==> src/rtl/commit_trace_buffer.sv <==
// Retired-instruction trace recorder: captures {pc, inst, writeback} entries into a FIFO
// under trigger/stop control and drains them over a valid/ready stream.
module commit_trace_buffer #(
  parameter int DEPTH     = 16,
  parameter int DW        = 32,
  parameter int REG_AW    = 5,
  parameter int STOP_CNT  = 0,
  parameter int OVERWRITE = 0
) (
  input  logic                     clk_in,
  input  logic                     reset,
  input  logic                     en,
  input  logic                     mode,
  input  logic                     commit_valid,
  input  logic [31:0]              pc,
  input  logic [31:0]              inst,
  input  logic                     wb_en,
  input  logic [REG_AW-1:0]        wb_addr,
  input  logic [DW-1:0]            wb_data,
  input  logic                     trig_en,
  input  logic [31:0]              trig_pc,
  input  logic                     clr_ovf,
  output logic                     out_valid,
  input  logic                     out_ready,
  output logic [31:0]              out_pc,
  output logic [31:0]              out_inst,
  output logic                     out_wb_en,
  output logic [REG_AW-1:0]        out_wb_addr,
  output logic [DW-1:0]            out_wb_data,
  output logic [$clog2(DEPTH):0]   level,
  output logic                     overflow,
  output logic [15:0]              drop_cnt
);
  localparam int          AW       = $clog2(DEPTH);
  localparam int          EW       = 64 + 1 + REG_AW + DW;
  localparam logic [AW:0] FULL_LVL = (AW+1)'(DEPTH);
  localparam logic [AW:0] ONE_LVL  = (AW+1)'(1);
  localparam logic [AW-1:0] ONE_PTR = AW'(1);
  localparam logic [31:0] STOP_LIM = 32'(STOP_CNT);
  localparam logic        OVW      = (OVERWRITE != 0);

  typedef enum logic [1:0] {
    IDLE  = 2'd0,
    ARMED = 2'd1,
    RUN   = 2'd2,
    DONE  = 2'd3
  } state_t;

  state_t            state_r, state_nxt_s;
  logic [31:0]       rec_cnt_r, rec_cnt_inc_s;
  logic [31:0]       prev_pc_r, prev_inst_r;
  logic              pend_en_r;
  logic [REG_AW-1:0] pend_addr_r;
  logic [DW-1:0]     pend_data_r;
  logic [EW-1:0]     mem_r [DEPTH];
  logic [AW-1:0]     wr_ptr_r, rd_ptr_r;
  logic [AW:0]       level_r, level_nxt_s;
  logic              overflow_r;
  logic [15:0]       drop_cnt_r;

  logic              evt_s, trig_hit_s, rec_s, full_s, pop_s, drop_s, push_s, adv_rd_s, stop_hit_s;
  logic [EW-1:0]     entry_s;

  // Capture event and entry contents depend on the capture mode
  always_comb begin
    evt_s   = 1'b0;
    entry_s = '0;
    if (mode) begin
      evt_s   = commit_valid;
      entry_s = {pc, inst, wb_en, wb_addr, wb_data};
    end else begin
      evt_s   = (pc != prev_pc_r);
      entry_s = {prev_pc_r, prev_inst_r, pend_en_r, pend_addr_r, pend_data_r};
    end
  end

  assign trig_hit_s    = (entry_s[EW-1 -: 32] == trig_pc);
  assign rec_s         = en & evt_s & ((state_r == RUN) | ((state_r == ARMED) & trig_hit_s));
  assign full_s        = (level_r == FULL_LVL);
  assign pop_s         = (level_r != '0) & out_ready;
  assign drop_s        = rec_s & full_s & ~pop_s;
  // With overwrite, a drop still writes: the oldest slot is reused and the read side skips it
  assign push_s        = rec_s & (~drop_s | OVW);
  assign adv_rd_s      = pop_s | (drop_s & OVW);
  assign rec_cnt_inc_s = rec_cnt_r + 32'd1;
  assign stop_hit_s    = (STOP_LIM != 32'd0) & rec_s & (rec_cnt_inc_s >= STOP_LIM);

  // Occupancy update
  always_comb begin
    level_nxt_s = level_r;
    if (push_s && !pop_s && !full_s) begin
      level_nxt_s = level_r + ONE_LVL;
    end else if (pop_s && !push_s) begin
      level_nxt_s = level_r - ONE_LVL;
    end else begin
      level_nxt_s = level_r;
    end
  end

  // Trace control next state
  always_comb begin
    state_nxt_s = state_r;
    if (!en) begin
      state_nxt_s = IDLE;
    end else begin
      case (state_r)
        IDLE:    state_nxt_s = trig_en ? ARMED : RUN;
        ARMED:   state_nxt_s = rec_s ? (stop_hit_s ? DONE : RUN) : ARMED;
        RUN:     state_nxt_s = stop_hit_s ? DONE : RUN;
        DONE:    state_nxt_s = DONE;
        default: state_nxt_s = IDLE;
      endcase
    end
  end

  // Trace control state and recorded-entry counter
  always_ff @(posedge clk_in or negedge reset) begin
    if (!reset) begin
      state_r   <= IDLE;
      rec_cnt_r <= 32'd0;
    end else begin
      state_r <= state_nxt_s;
      if (state_r == IDLE) begin
        rec_cnt_r <= 32'd0;
      end else if (rec_s) begin
        rec_cnt_r <= rec_cnt_inc_s;
      end
    end
  end

  // Previous pc/inst and the pending writeback for PC-change capture
  always_ff @(posedge clk_in or negedge reset) begin
    if (!reset) begin
      prev_pc_r   <= 32'd0;
      prev_inst_r <= 32'd0;
      pend_en_r   <= 1'b0;
      pend_addr_r <= '0;
      pend_data_r <= '0;
    end else begin
      prev_pc_r   <= pc;
      prev_inst_r <= inst;
      if (!mode) begin
        if (evt_s) begin
          pend_en_r   <= wb_en;
          pend_addr_r <= wb_en ? wb_addr : '0;
          pend_data_r <= wb_en ? wb_data : '0;
        end else if (wb_en) begin
          pend_en_r   <= 1'b1;
          pend_addr_r <= wb_addr;
          pend_data_r <= wb_data;
        end
      end
    end
  end

  // FIFO storage and pointers
  always_ff @(posedge clk_in or negedge reset) begin
    if (!reset) begin
      for (int i = 0; i < DEPTH; i++) begin
        mem_r[i] <= '0;
      end
      wr_ptr_r <= '0;
      rd_ptr_r <= '0;
      level_r  <= '0;
    end else begin
      if (push_s) begin
        mem_r[wr_ptr_r] <= entry_s;
        wr_ptr_r        <= wr_ptr_r + ONE_PTR;
      end
      if (adv_rd_s) begin
        rd_ptr_r <= rd_ptr_r + ONE_PTR;
      end
      level_r <= level_nxt_s;
    end
  end

  // Loss bookkeeping; a clear in the same cycle as a drop takes priority
  always_ff @(posedge clk_in or negedge reset) begin
    if (!reset) begin
      overflow_r <= 1'b0;
      drop_cnt_r <= 16'd0;
    end else if (clr_ovf) begin
      overflow_r <= 1'b0;
      drop_cnt_r <= 16'd0;
    end else if (drop_s) begin
      overflow_r <= 1'b1;
      if (drop_cnt_r != 16'hFFFF) begin
        drop_cnt_r <= drop_cnt_r + 16'd1;
      end
    end
  end

  assign {out_pc, out_inst, out_wb_en, out_wb_addr, out_wb_data} = mem_r[rd_ptr_r];
  assign out_valid = (level_r != '0);
  assign level     = level_r;
  assign overflow  = overflow_r;
  assign drop_cnt  = drop_cnt_r;

endmodule
==> config.mk <==
export PLATFORM = sky130hd
export DESIGN_NAME = commit_trace_buffer
export DESIGN_NICKNAME = d
export VERILOG_FILES = /design/src/rtl/commit_trace_buffer.sv
export SDC_FILE = /design/constraint.sdc
export NUM_CORES = 2
export LEC_CHECK = 0
export ABC_CLOCK_PERIOD_IN_PS = 8200
export BUFFER_PORTS_ARGS = -buffer_cell sky130_fd_sc_hd__buf_4
export CAP_MARGIN = 10
export CORE_MARGIN = 3
export CORE_UTILIZATION = 64
export DETAILED_ROUTE_END_ITERATION = 6
export GPL_TIMING_DRIVEN = 0
export PLACE_DENSITY_LB_ADDON = 0.2
export SETUP_SLACK_MARGIN = 0.3
export SYNTH_ARGS = -nofsm -noshare
export SYNTH_HDL_FRONTEND = slang
export SYNTH_SLANG_ARGS = --single-unit
==> constraint.sdc <==
create_clock -name clk_in -period 8.2 [get_ports clk_in]
set_clock_uncertainty 0.05 [all_clocks]
set_input_delay 0.41 -clock clk_in [delete_from_list [all_inputs] [get_ports clk_in]]
set_output_delay 0.41 -clock clk_in [all_outputs]
set_load 0.02 [all_outputs]
==> reports/qor.yml <==
fin_crit_ps: 5960
layout_setup_ws_ps: 2240
reg2reg_depth: 13
r2r-end: "mem_r[1596]$_DFFE_PN0P_"
die_w_um: 355
place_area_um2: 82600
synth_cell_types: 42
grt_use_total: 0.400
grt_pass1_wl_um: 373000
cts_tree: "yes"
reg2reg_slack_ps: 2240
drt_wl_total_um: 250000
critPathLaunchType: "register"
setup_viol: 0
cts_buffers: 178
drc: 0
path_clk_slew_ps: 60
postCtsSetupRepairBufs: 0
yosys_warnings: 0
final_common_cell: "dfrtp_1"
vias_per_cell: 6.77
crit_start: "prev_pc_r[28]$_DFF_PN0_"
synthArstFlopShare: 1.00
fin_crit_sh: 0.727
tightest_slew_ps: 1450
cts_root_buf: "clkbuf_16"
ctsHoldBuffers: 107
syn_nets: 6367
netlist_area_um2: 78100
path_class: "reg -> reg"
fin_cells: 8569
clock-sinks: 1766
numPortBuffers: 264
ys.flop_type: "dfrtp_1"
design_area_um2: 89800
area_growth_pct: 15.0
drv_cap: 0
rsz0062_at_grt: "false"
insertion_delay_ps: 810
reg2reg_from: "prev_pc_r[28]$_DFF_PN0_"
whs_ps: 167
num_vias: 57983
synth-edff-count: 0
cellPowerDensity_nw_per_um2: 306
drv_slew: 0
cts_resized: 0
vdd_ir_drop_max_mv: 0.255
synth_seq_cells: 1766
rows: 127
arrival_ps: 6600
dp_cells: 8112
pre_cts_slack_ps: 2240
seq_area_frac_synth: 0.566
first_pass_iters: 6
syn_avg_cell_area_um2: 12.6
min_path_type: "in -> async"
initial_core_util: 0.648
design.core.area_um2: 120000
antenna_found_initial: 17
grt_max_degree: 182
ios: 267
die_y_um: 355
dp_hpwl_um: 167000
grt_pass1_vias: 59752
grt-ovfl-total: 0
detail-route-antenna-nets: 0
h-tree-depth: 4
drive_above_1_share: 0.247
max_freq_ghz: 0.168
critPathCaptureType: "register"
final_cell_mix: "dfrtp_1 (1,766), nand2_1 (1,236), o21ai_0 (1,233)"
hold_viol_final: 0
place_congestion: 0.904
crit_fanout: 10
nets: 6945
fin_setup_tns_ps: 0
die-area_um2: 126000
detail_route.wl_per_cell_um: 29.1
syn_inst: 6215
p_leak_nw: 40.8
required_ps: 8840
status: "completed"
ctsLongestPathBuffers: 3
maxSlewHeadroom: 0.0258
drt_iter0_markers: 6980
-- sequential cells by signal, summed over array words and instances (netlist names) --
register and count:
mem_r 1632, pend_data_r 32, prev_inst_r 32, prev_pc_r 32
drop_cnt 16, level 5, pend_addr_r 5, rd_ptr_r 4
wr_ptr_r 4, state_r 2, overflow 1, pend_en_r 1
-- critical path, cell delays in order, from the launching register on --
cell and delay, ps:
dfrtp_1 410, xnor2_1 360, nand4_1 260, nor4_1 760
a31oi_1 600, and2_1 390, o2111ai_1 360, buf_6 250
clkbuf_1 690, buf_8 260, buf_2 480, clkbuf_1 700
nand2_1 130, o21ai_0 120
-- synth_stat cells, types with 2 or more instances --
cell / number / area, um2
mux2_4: 80 / 1200
clkbuf_1: 419 / 1570
xnor2_1: 67 / 587
o31ai_1: 10 / 75.1
o21a_1: 3 / 22.5
nand3_1: 18 / 90.1
inv_1: 5 / 18.8
nor2_1: 11 / 41.3
nor4_1: 7 / 43.8
buf_1: 52 / 195
and2_1: 12 / 75.1
dfrtp_1: 1766 / 44200
nor2b_1: 6 / 37.5
a21oi_1: 21 / 105
o211ai_1: 15 / 113
buf_6: 9 / 101
o21ai_0: 1233 / 6170
a22o_1: 37 / 324
buf_4: 9 / 67.6
mux2_2: 435 / 4900
buf_2: 80 / 400
mux2i_1: 105 / 1050
nand4_1: 16 / 100
and3_1: 7 / 43.8
xor2_1: 5 / 43.8
o21ai_2: 2 / 17.5
mux4_2: 510 / 11500
or4_1: 11 / 82.6
nand2_1: 1236 / 4640
a21o_1: 3 / 22.5
or3_1: 6 / 37.5
ha_1: 9 / 113
-- metrics by stage --
step           power (mW)  utilization
2_1_floorplan        16.2            -
3_3_place_gp         18.6        0.681
3_5_place_dp         18.9        0.686
4_1_cts              27.3        0.744
5_1_grt              28.4        0.745
6_report             27.5        0.745
-- cell type report --
| class | instances | area, um2 |
|---|---|---|
| Inverter | 5 | 18.8 |
| Fill cell | 7762 | 30700 |
| Clock inverter | 53 | 598 |
| Buffer | 569 | 2350 |
| Tap cell | 1612 | 2020 |
| Clock buffer | 266 | 5360 |
| Sequential cell | 1766 | 44200 |
| Antenna cell | 25 | 62.6 |
| Multi-Input combinational cell | 3875 | 31500 |
| Timing Repair Buffer | 398 | 3650 |
-- worst max path at each step --
stage,slack [ps],to,cells after the start
after floorplan,4410,level[4]$_DFFE_PN0P_,16
after global placement,-14700,pend_data_r[17]$_DFFE_PN0P_,1
after detailed placement,2240,level[4]$_DFFE_PN0P_,16
after CTS,2670,mem_r[1601]$_DFFE_PN0P_,13
after global routing,2320,level[4]$_DFFE_PN0P_,14
final,2240,mem_r[1596]$_DFFE_PN0P_,13
-- per-layer routing --
metal  vias up  GRT usage  routed length, um
met2      3834      0.601             115000
met4        14      0.240              17300
met5         -    0.00692                194
met1     29887      0.519              88700
li1      23305          -                  -
met3       943      0.123              28700
-- cells by family (layout without fill, tap and decap cells) --
kind of cell / Yosys count / in the layout / share of synthesized area
flip-flops: 1766 / 1766 / 0.566
buffers and inverters: 574 / 1291 / 0.0302
multiplexers: 1130 / 1130 / 0.239
adder cells (fa/ha/maj): 10 / 10 / 0.00170
other: 0 / 25 / 0
XOR/XNOR: 72 / 72 / 0.00808
AND/OR/NAND/NOR: 1336 / 1336 / 0.0673
AO/OA/AOI/OAI: 1327 / 1327 / 0.0881
-- power breakdown --
group          switching, mW  internal (mW)  total (mW)  leakage [nW]
clock network           3.50           4.88        8.38          2.95
logic                   4.32           3.51        7.83          13.8
registers              0.942           10.3        11.3          24.0
total                   8.77           18.7        27.5          40.8
Power figures use the tool's default switching activity.
